**config.mk**
```make
export PLATFORM = sky130hd
export DESIGN_NAME = pipe_control_unit
export DESIGN_NICKNAME = d
export VERILOG_FILES = /design/src/rtl/ctrl_pkg.sv /design/src/rtl/ctrl_decoder.sv /design/src/rtl/pipe_control_unit.sv
export SDC_FILE = /design/constraint.sdc
export NUM_CORES = 1
export LEC_CHECK = 0
export CAP_MARGIN = 10
export CORE_ASPECT_RATIO = 1.2
export CORE_UTILIZATION = 35
export CTS_CLUSTER_SIZE = 25
export DETAILED_ROUTE_END_ITERATION = 12
export GPL_TIMING_DRIVEN = 0
export PLACE_DENSITY_LB_ADDON = 0.15
export SLEW_MARGIN = 15
export SYNTH_ARGS = -nofsm -noshare
export SYNTH_HDL_FRONTEND = slang
export SYNTH_SLANG_ARGS = --single-unit
```
**constraint.sdc**
```tcl
create_clock -name clk -period 1.7 [get_ports clk]
set_input_delay 0.17 -clock clk [delete_from_list [all_inputs] [get_ports clk]]
set_output_delay 0.17 -clock clk [all_outputs]
set_load 0.02 [all_outputs]
```
**src/rtl/ctrl_pkg.sv**
```systemverilog
// ctrl_pkg: opcodes, ALU/ImmSrc/ResultSrc encodings and stage-control struct for pipe_control_unit
package ctrl_pkg;
   localparam logic [6:0] OP_LW   = 7'b0000011;
   localparam logic [6:0] OP_SW   = 7'b0100011;
   localparam logic [6:0] OP_R    = 7'b0110011;
   localparam logic [6:0] OP_I    = 7'b0010011;
   localparam logic [6:0] OP_BR   = 7'b1100011;
   localparam logic [6:0] OP_JAL  = 7'b1101111;
   localparam logic [6:0] OP_JALR = 7'b1100111;
   localparam logic [6:0] OP_LUI  = 7'b0110111;
   localparam logic [3:0] ALU_ADD  = 4'd0;
   localparam logic [3:0] ALU_SUB  = 4'd1;
   localparam logic [3:0] ALU_AND  = 4'd2;
   localparam logic [3:0] ALU_OR   = 4'd3;
   localparam logic [3:0] ALU_XOR  = 4'd4;
   localparam logic [3:0] ALU_SLT  = 4'd5;
   localparam logic [3:0] ALU_SLTU = 4'd6;
   localparam logic [3:0] ALU_SLL  = 4'd7;
   localparam logic [3:0] ALU_SRL  = 4'd8;
   localparam logic [3:0] ALU_SRA  = 4'd9;
   localparam logic [2:0] IMM_I = 3'b000;
   localparam logic [2:0] IMM_S = 3'b001;
   localparam logic [2:0] IMM_B = 3'b010;
   localparam logic [2:0] IMM_J = 3'b011;
   localparam logic [2:0] IMM_U = 3'b100;
   localparam logic [1:0] RES_ALU = 2'b00;
   localparam logic [1:0] RES_MEM = 2'b01;
   localparam logic [1:0] RES_PC4 = 2'b10;
   localparam logic [1:0] RES_IMM = 2'b11;
   typedef struct packed {
      logic       reg_write;
      logic [1:0] result_src;
      logic       mem_write;
      logic       jump;
      logic       branch;
      logic       jalr;
      logic       alu_src;
      logic [3:0] alu_ctrl;
      logic [2:0] funct3;
   } ctrl_t;
   // alt selects sub for funct3=000 and sra for funct3=101
   function automatic logic [3:0] alu_op(input logic [2:0] f3, input logic alt);
      return f3 == 3'b000 ? (alt ? ALU_SUB : ALU_ADD) :
             f3 == 3'b001 ? ALU_SLL :
             f3 == 3'b010 ? ALU_SLT :
             f3 == 3'b011 ? ALU_SLTU :
             f3 == 3'b100 ? ALU_XOR :
             f3 == 3'b101 ? (alt ? ALU_SRA : ALU_SRL) :
             f3 == 3'b110 ? ALU_OR : ALU_AND;
   endfunction
endpackage

```
**src/rtl/ctrl_decoder.sv**
```systemverilog
// ctrl_decoder: combinational D-stage decode; CTRL_BRANCH_EXT_EN enables bne/blt/bge/bltu/bgeu
import ctrl_pkg::*;
module ctrl_decoder (
   input  logic [6:0] op,
   input  logic [2:0] funct3,
   input  logic       funct7b5,
   output ctrl_t      ctrl,
   output logic [2:0] imm_src,
   output logic       illegal
);
   logic br_ok;
`ifdef CTRL_BRANCH_EXT_EN
   assign br_ok = funct3[2:1] != 2'b01;
`else
   assign br_ok = funct3 == 3'b000;
`endif
   always_comb begin
      ctrl = '0;
      imm_src = IMM_I;
      illegal = 1'b0;
      ctrl.funct3 = funct3;
      case (op)
         OP_LW: begin
            ctrl.reg_write = 1'b1;
            ctrl.result_src = RES_MEM;
            ctrl.alu_src = 1'b1;
            illegal = funct3 != 3'b010;
         end
         OP_SW: begin
            ctrl.mem_write = 1'b1;
            ctrl.alu_src = 1'b1;
            imm_src = IMM_S;
            illegal = funct3 != 3'b010;
         end
         OP_R: begin
            ctrl.reg_write = 1'b1;
            ctrl.alu_ctrl = alu_op(funct3, funct7b5);
         end
         OP_I: begin
            ctrl.reg_write = 1'b1;
            ctrl.alu_src = 1'b1;
            ctrl.alu_ctrl = alu_op(funct3, funct7b5 & (funct3 == 3'b101));
         end
         OP_BR: begin
            ctrl.branch = 1'b1;
            ctrl.alu_ctrl = ALU_SUB;
            imm_src = IMM_B;
            illegal = ~br_ok;
         end
         OP_JAL: begin
            ctrl.reg_write = 1'b1;
            ctrl.result_src = RES_PC4;
            ctrl.jump = 1'b1;
            imm_src = IMM_J;
         end
         OP_JALR: begin
            ctrl.reg_write = 1'b1;
            ctrl.result_src = RES_PC4;
            ctrl.jump = 1'b1;
            ctrl.jalr = 1'b1;
            ctrl.alu_src = 1'b1;
            illegal = funct3 != 3'b000;
         end
         OP_LUI: begin
            ctrl.reg_write = 1'b1;
            ctrl.result_src = RES_IMM;
            ctrl.alu_src = 1'b1;
            imm_src = IMM_U;
         end
         default: illegal = 1'b1;
      endcase
      if (illegal) begin
         ctrl = '0;
         imm_src = IMM_I;
      end
   end
endmodule

```
**src/rtl/pipe_control_unit.sv**
```systemverilog
// pipe_control_unit: D/E/M/W control pipeline and PCSrcE; CTRL_BRANCH_EXT_EN widens legal branches in ctrl_decoder
import ctrl_pkg::*;
module pipe_control_unit #(
   parameter int ALUCTRL_W = 4
) (
   input  logic                 clk,
   input  logic                 reset,
   input  logic [6:0]           op,
   input  logic [2:0]           funct3,
   input  logic                 funct7b5,
   input  logic                 FlushE,
   input  logic                 ZeroE,
   input  logic                 LtE,
   input  logic                 LtuE,
   output logic [2:0]           ImmSrcD,
   output logic                 IllegalD,
   output logic [ALUCTRL_W-1:0] ALUControlE,
   output logic                 ALUSrcE,
   output logic                 JalrE,
   output logic                 ResultSrcE0,
   output logic                 PCSrcE,
   output logic                 MemWriteM,
   output logic                 RegWriteM,
   output logic                 RegWriteW,
   output logic [1:0]           ResultSrcW
);
   ctrl_t ctrl_d, e;
   logic [1:0] result_src_m;
   logic taken;
   ctrl_decoder u_dec (
      .op(op), .funct3(funct3), .funct7b5(funct7b5),
      .ctrl(ctrl_d), .imm_src(ImmSrcD), .illegal(IllegalD)
   );
   always_ff @(posedge clk) begin
      e <= (reset | FlushE) ? '0 : ctrl_d;
      RegWriteM <= reset ? 1'b0 : e.reg_write;
      MemWriteM <= reset ? 1'b0 : e.mem_write;
      result_src_m <= reset ? 2'b00 : e.result_src;
      RegWriteW <= reset ? 1'b0 : RegWriteM;
      ResultSrcW <= reset ? 2'b00 : result_src_m;
   end
   // Only legal branch funct3 values reach E, so one table serves both builds
   assign taken = e.funct3[2:1] == 2'b00 ? ZeroE ^ e.funct3[0] :
                  e.funct3[1] ? LtuE ^ e.funct3[0] : LtE ^ e.funct3[0];
   assign PCSrcE = e.jump | (e.branch & taken);
   assign ALUControlE = ALUCTRL_W'(e.alu_ctrl);
   assign ALUSrcE = e.alu_src;
   assign JalrE = e.jalr;
   assign ResultSrcE0 = e.result_src[0];
endmodule
```
==> metrics list <==
- Outcome: finished clean
* Startpoint of the tightest hold check path: funct3[2]
* Slowest stage cell, crit path: sky130_fd_sc_hd__or3_4
- Worst Setup Slack, final: between 70 and 80 ps
* Number of synthesized register bits: 22
- Most frequent CP cell: sky130_fd_sc_hd__buf_4
- Max-cap violations: 0
* Type of the worst min-delay path: in -> reg
- Total number of H-tree levels: 1
- Reg2reg setup slack: 1150 ps
- The core region is approximately 3100 µm².
- Via count of the first global-routing pass: ~860
- After clock tree synthesis, the flow added hold-fix buffers numbering 0.
* Multi-input gate area in the final layout: 608 µm²
* Final standard cell utilization of the core: between 50% and 60%
- The detailed router finished its first iteration with 9 violations.
- The HPWL after detailed placement is roughly 1.7 mm.
- The die covers 3530 µm².
* Total routing usage reported by global routing: approximately 14%
* Crit-path max FO: 5
* WL final: ~2.2 mm
* # setup viols final: 0
* WS Path Type: in -> out
- For the final database, setup skew stands at around 0.28 ps.
- The later pin in the worst-skew pair is clocked with a latency of ~300 ps.
- Counting flops with a built-in enable in the synthesized netlist gives 0.
- Peak VDD IR: between 400 and 500 µV
- Together, buffers and inverters on the worst path number 4.
- Clock tree synthesis selected as its root buffer the cell sky130_fd_sc_hd__clkbuf_4.
- Share of final-layout standard cells stronger than drive strength 1: 34.8%
* Largest stage delay, worst path: approximately 400 ps
- Registers take ~440 µm².
- Met1 capacity usage during global routing: approximately 16%
* Top Family by Delay on Critical Path: buffers and inverters
- Final cell count without fillers: just under 200
- Count of yosys warnings during synthesis: 0
- Share of the clock period used by the worst path after layout: between 90 and 100%
- Power density over the cells: around 670 nW/µm²
- Clock-pin slew was measured on the worst setup and hold paths at around 110 ps.
- Library cell with the largest summed area after synthesis: sky130_fd_sc_hd__dfxtp_1
- Number of filler instances in the final layout: ~310
- Most used flip-flop cell after synthesis: sky130_fd_sc_hd__dfxtp_1
* Instance count of the mapped netlist: around 120
- Leakage: about 0.6 nW
* Proportion of power drawn by the clock network: 36.3%
* Slew @ Worst Pin: around 380 ps
- Crit Reg-Reg Endpoint: result_src_m[0]
* TritonCTS Buffers: 3
* RSZ-0062 raised after global routing: false
- After floorplanning, the core was divided into 22 placement rows.
* Mean instance size in the synthesized netlist: between 9 and 10 µm²
- Relative to the synthesized area, the layout overhead comes to 37.9%.
- Share of total power in sequential cells: approximately 50%
- Pre-CTS setup slack: -794 ps
- Global Route met3 Usage: under 10%
- The signal on the critical path passes through clkdlybuf4s15_2 -> or3_4 -> o31ai_4 -> buf_6 -> buf_4 -> a211oi_2 -> buf_4.
- Number of unique standard cell types used by synthesis: 39
- Timing would allow up to slightly above 600 MHz.
* Crit path arrival time: between 1000 and 1500 ps
* Drt pass-1 iters: 4
* Antenna Violating Nets Remaining: 0
- Worst hold slack across all endpoints: about 170 ps
- The total overflow left after global routing is 0.
* Final worst path period need: roughly 1600 ps
* Endpoint of the worst hold-timing path: e[2]
- Length in cells of the worst reg-to-reg path: 1
* TritonCTS clock tree: built
* Crit end category: output port
- Sink Count: 22
* Switching power summed over all nets: about 0.00023 W
* Met2 track demand over resource in global routing: between 20% and 30%
- In this run the critical register-to-register path is launched from ResultSrcE0.
- The final route contains 970 vias.
- After detailed routing, the number of remaining DRC violations is 0.
- From bottom edge to top edge, the die measures about 65 µm.
* Number of port buffers: 29
* Top-count cell post-synth: sky130_fd_sc_hd__dfxtp_1
* Maximum number of pins on one net before global-route repair: 14
- Mapped Area: 1150 µm²
- Required time at the worst-slack endpoint: 1530 ps
- 0 antenna diodes ended up in the layout.
- After routing, the total negative slack on setup checks comes to 0 ps.
- Global-route wire length before repair: between 3 and 4 mm
- Weighted congestion at the end of routability-driven global placement: between 0.8 and 0.9
- The longest clock path from root to sink contains 2 buffers.
* Largest cells by area after synthesis: sky130_fd_sc_hd__dfxtp_1 38%, sky130_fd_sc_hd__nor3_2 10%, sky130_fd_sc_hd__nor2b_1 4.9%
* Most instantiated cells after synthesis: 22 x sky130_fd_sc_hd__dfxtp_1, 12 x sky130_fd_sc_hd__nor3_2, 9 x sky130_fd_sc_hd__nor2b_1
- Synthesis produced a netlist with a net count of around 140.
* Power Internal: 0.000830 W
* Critical path startpoint category: primary input
- Worst rel slew slack: approximately 75%
- Total count of hold-check failures in the final report: 0
* I/O pins: 34
- Horizontal die dimension: roughly 54 µm
- The number of antenna violations at the first check in global routing is 0.
- Per-cell via count in the routed design: 4.92
* Part of the total power dissipated in combinational logic: between 10% and 20%
* Starting density of the core: a little under two fifths
* Share of async-settable or async-resettable flops after synthesis: 0%
- The synthesized design devotes to its leading area cell type about two fifths of total area.
- After detailed placement, the design holds a cell count of 187.
- Worst Hold Path Cells: 3
- Layout net count: about 180
* Fraction of the yosys area taken by sequential cells: a little under two fifths
- The layer flagged by global routing as most heavily used is met2.
* Max-slew violation total from the final report: 0
- After detailed routing, the average wire length per cell comes to ~11 µm.
- Fraction of power spent switching nets: ~22%
==> repair_timing <==
item                                    4_1_cts  5_1_grt
resized for setup                            37        8
pin swaps                                     2        3
buffers inserted                              5        1
endpoints found under the setup margin        5        5
==> worst max path at each step <==
stage              start         end  slack (ps)  cells past startpoint
2_1_floorplan  funct3[0]  ImmSrcD[0]         290                      4
3_3_place_gp       op[6]  ImmSrcD[1]        -760                      6
3_5_place_dp       op[6]  ImmSrcD[1]        -790                      6
4_1_cts            op[3]  ImmSrcD[0]           4                      7
5_1_grt            op[0]  ImmSrcD[0]          20                      7
6_report           op[3]  ImmSrcD[0]          70                      7
==> placed cells by master, fill, tap and decap left out, types with 3 or more instances in the layout <==
cell type	count
sky130_fd_sc_hd__nand3_1	4
sky130_fd_sc_hd__nand2b_1	4
sky130_fd_sc_hd__clkbuf_4	3
sky130_fd_sc_hd__nor3_2	12
sky130_fd_sc_hd__nor2_1	4
sky130_fd_sc_hd__nor2b_1	9
sky130_fd_sc_hd__buf_2	7
sky130_fd_sc_hd__a21oi_1	3
sky130_fd_sc_hd__nor4_1	4
sky130_fd_sc_hd__dfxtp_1	21
sky130_fd_sc_hd__buf_6	4
sky130_fd_sc_hd__buf_4	11
sky130_fd_sc_hd__clkdlybuf4s50_1	20
sky130_fd_sc_hd__nand2_1	6
sky130_fd_sc_hd__clkdlybuf4s15_2	3
sky130_fd_sc_hd__nor3_1	4
sky130_fd_sc_hd__o21ai_0	6
sky130_fd_sc_hd__inv_1	4
==> tightest hold or removal path, stage by stage <==
cell,delay [ps]
sky130_fd_sc_hd__buf_2,150
sky130_fd_sc_hd__inv_1,80
sky130_fd_sc_hd__nor3_2,40
==> kinds of logic after synthesis <==
| group | Yosys count | share of synthesized area, % |
|---|---|---|
| DFF | 22 | 38.2 |
| muxes | 2 | 1.74 |
| AOI/OAI and AO/OA | 19 | 12.2 |
| buffers and inverters | 17 | 10.2 |
| xor gates and xnor gates | 1 | 0.760 |
| and+or+nand+nor | 61 | 36.9 |
==> flip-flops by register name, indices dropped and copies added, names as in the netlist, 2 cells and up <==
signal	count
ResultSrcW	2
result_src_m	2
ALUControlE	4
e	8
==> power by group through the flow <==
stage	clock, W	combinational (W)	sequential [W]
2_1_floorplan	0	0.0000904	0.000527
3_3_place_gp	0	0.000142	0.000527
3_5_place_dp	0	0.000144	0.000527
4_1_cts	0.000400	0.000157	0.000516
5_1_grt	0.000424	0.000174	0.000516
6_report	0.000384	0.000160	0.000516
==> area by class of cell <==
| type | count | area share (%) |
|---|---|---|
| Timing Repair Buffer | 35 | 20.0 |
| Tap cell | 36 | 2.83 |
| Sequential cell | 22 | 27.8 |
| Multi-Input combinational cell | 83 | 38.3 |
| Clock buffer | 3 | 1.42 |
| Inverter | 4 | 0.945 |
| Buffer | 13 | 6.85 |
| Clock inverter | 1 | 1.89 |
==> stage by stage <==
| stage | total power, W | instance area (µm²) |
|---|---|---|
| finish | 0.00106 | 1590 |
| global route | 0.00111 | 1590 |
| CTS | 0.00107 | 1590 |
| detailed placement | 0.000672 | 1490 |
| global placement | 0.000670 | 1490 |
| floorplan | 0.000618 | 1150 |
==> layer usage <==
layer	wire length, µm	share of wire (%)
met1	952	43
met5	0	0
met3	125	5.6
met4	36	1.6
met2	1120	50
Note: power is estimated with default switching activity, not from simulation.
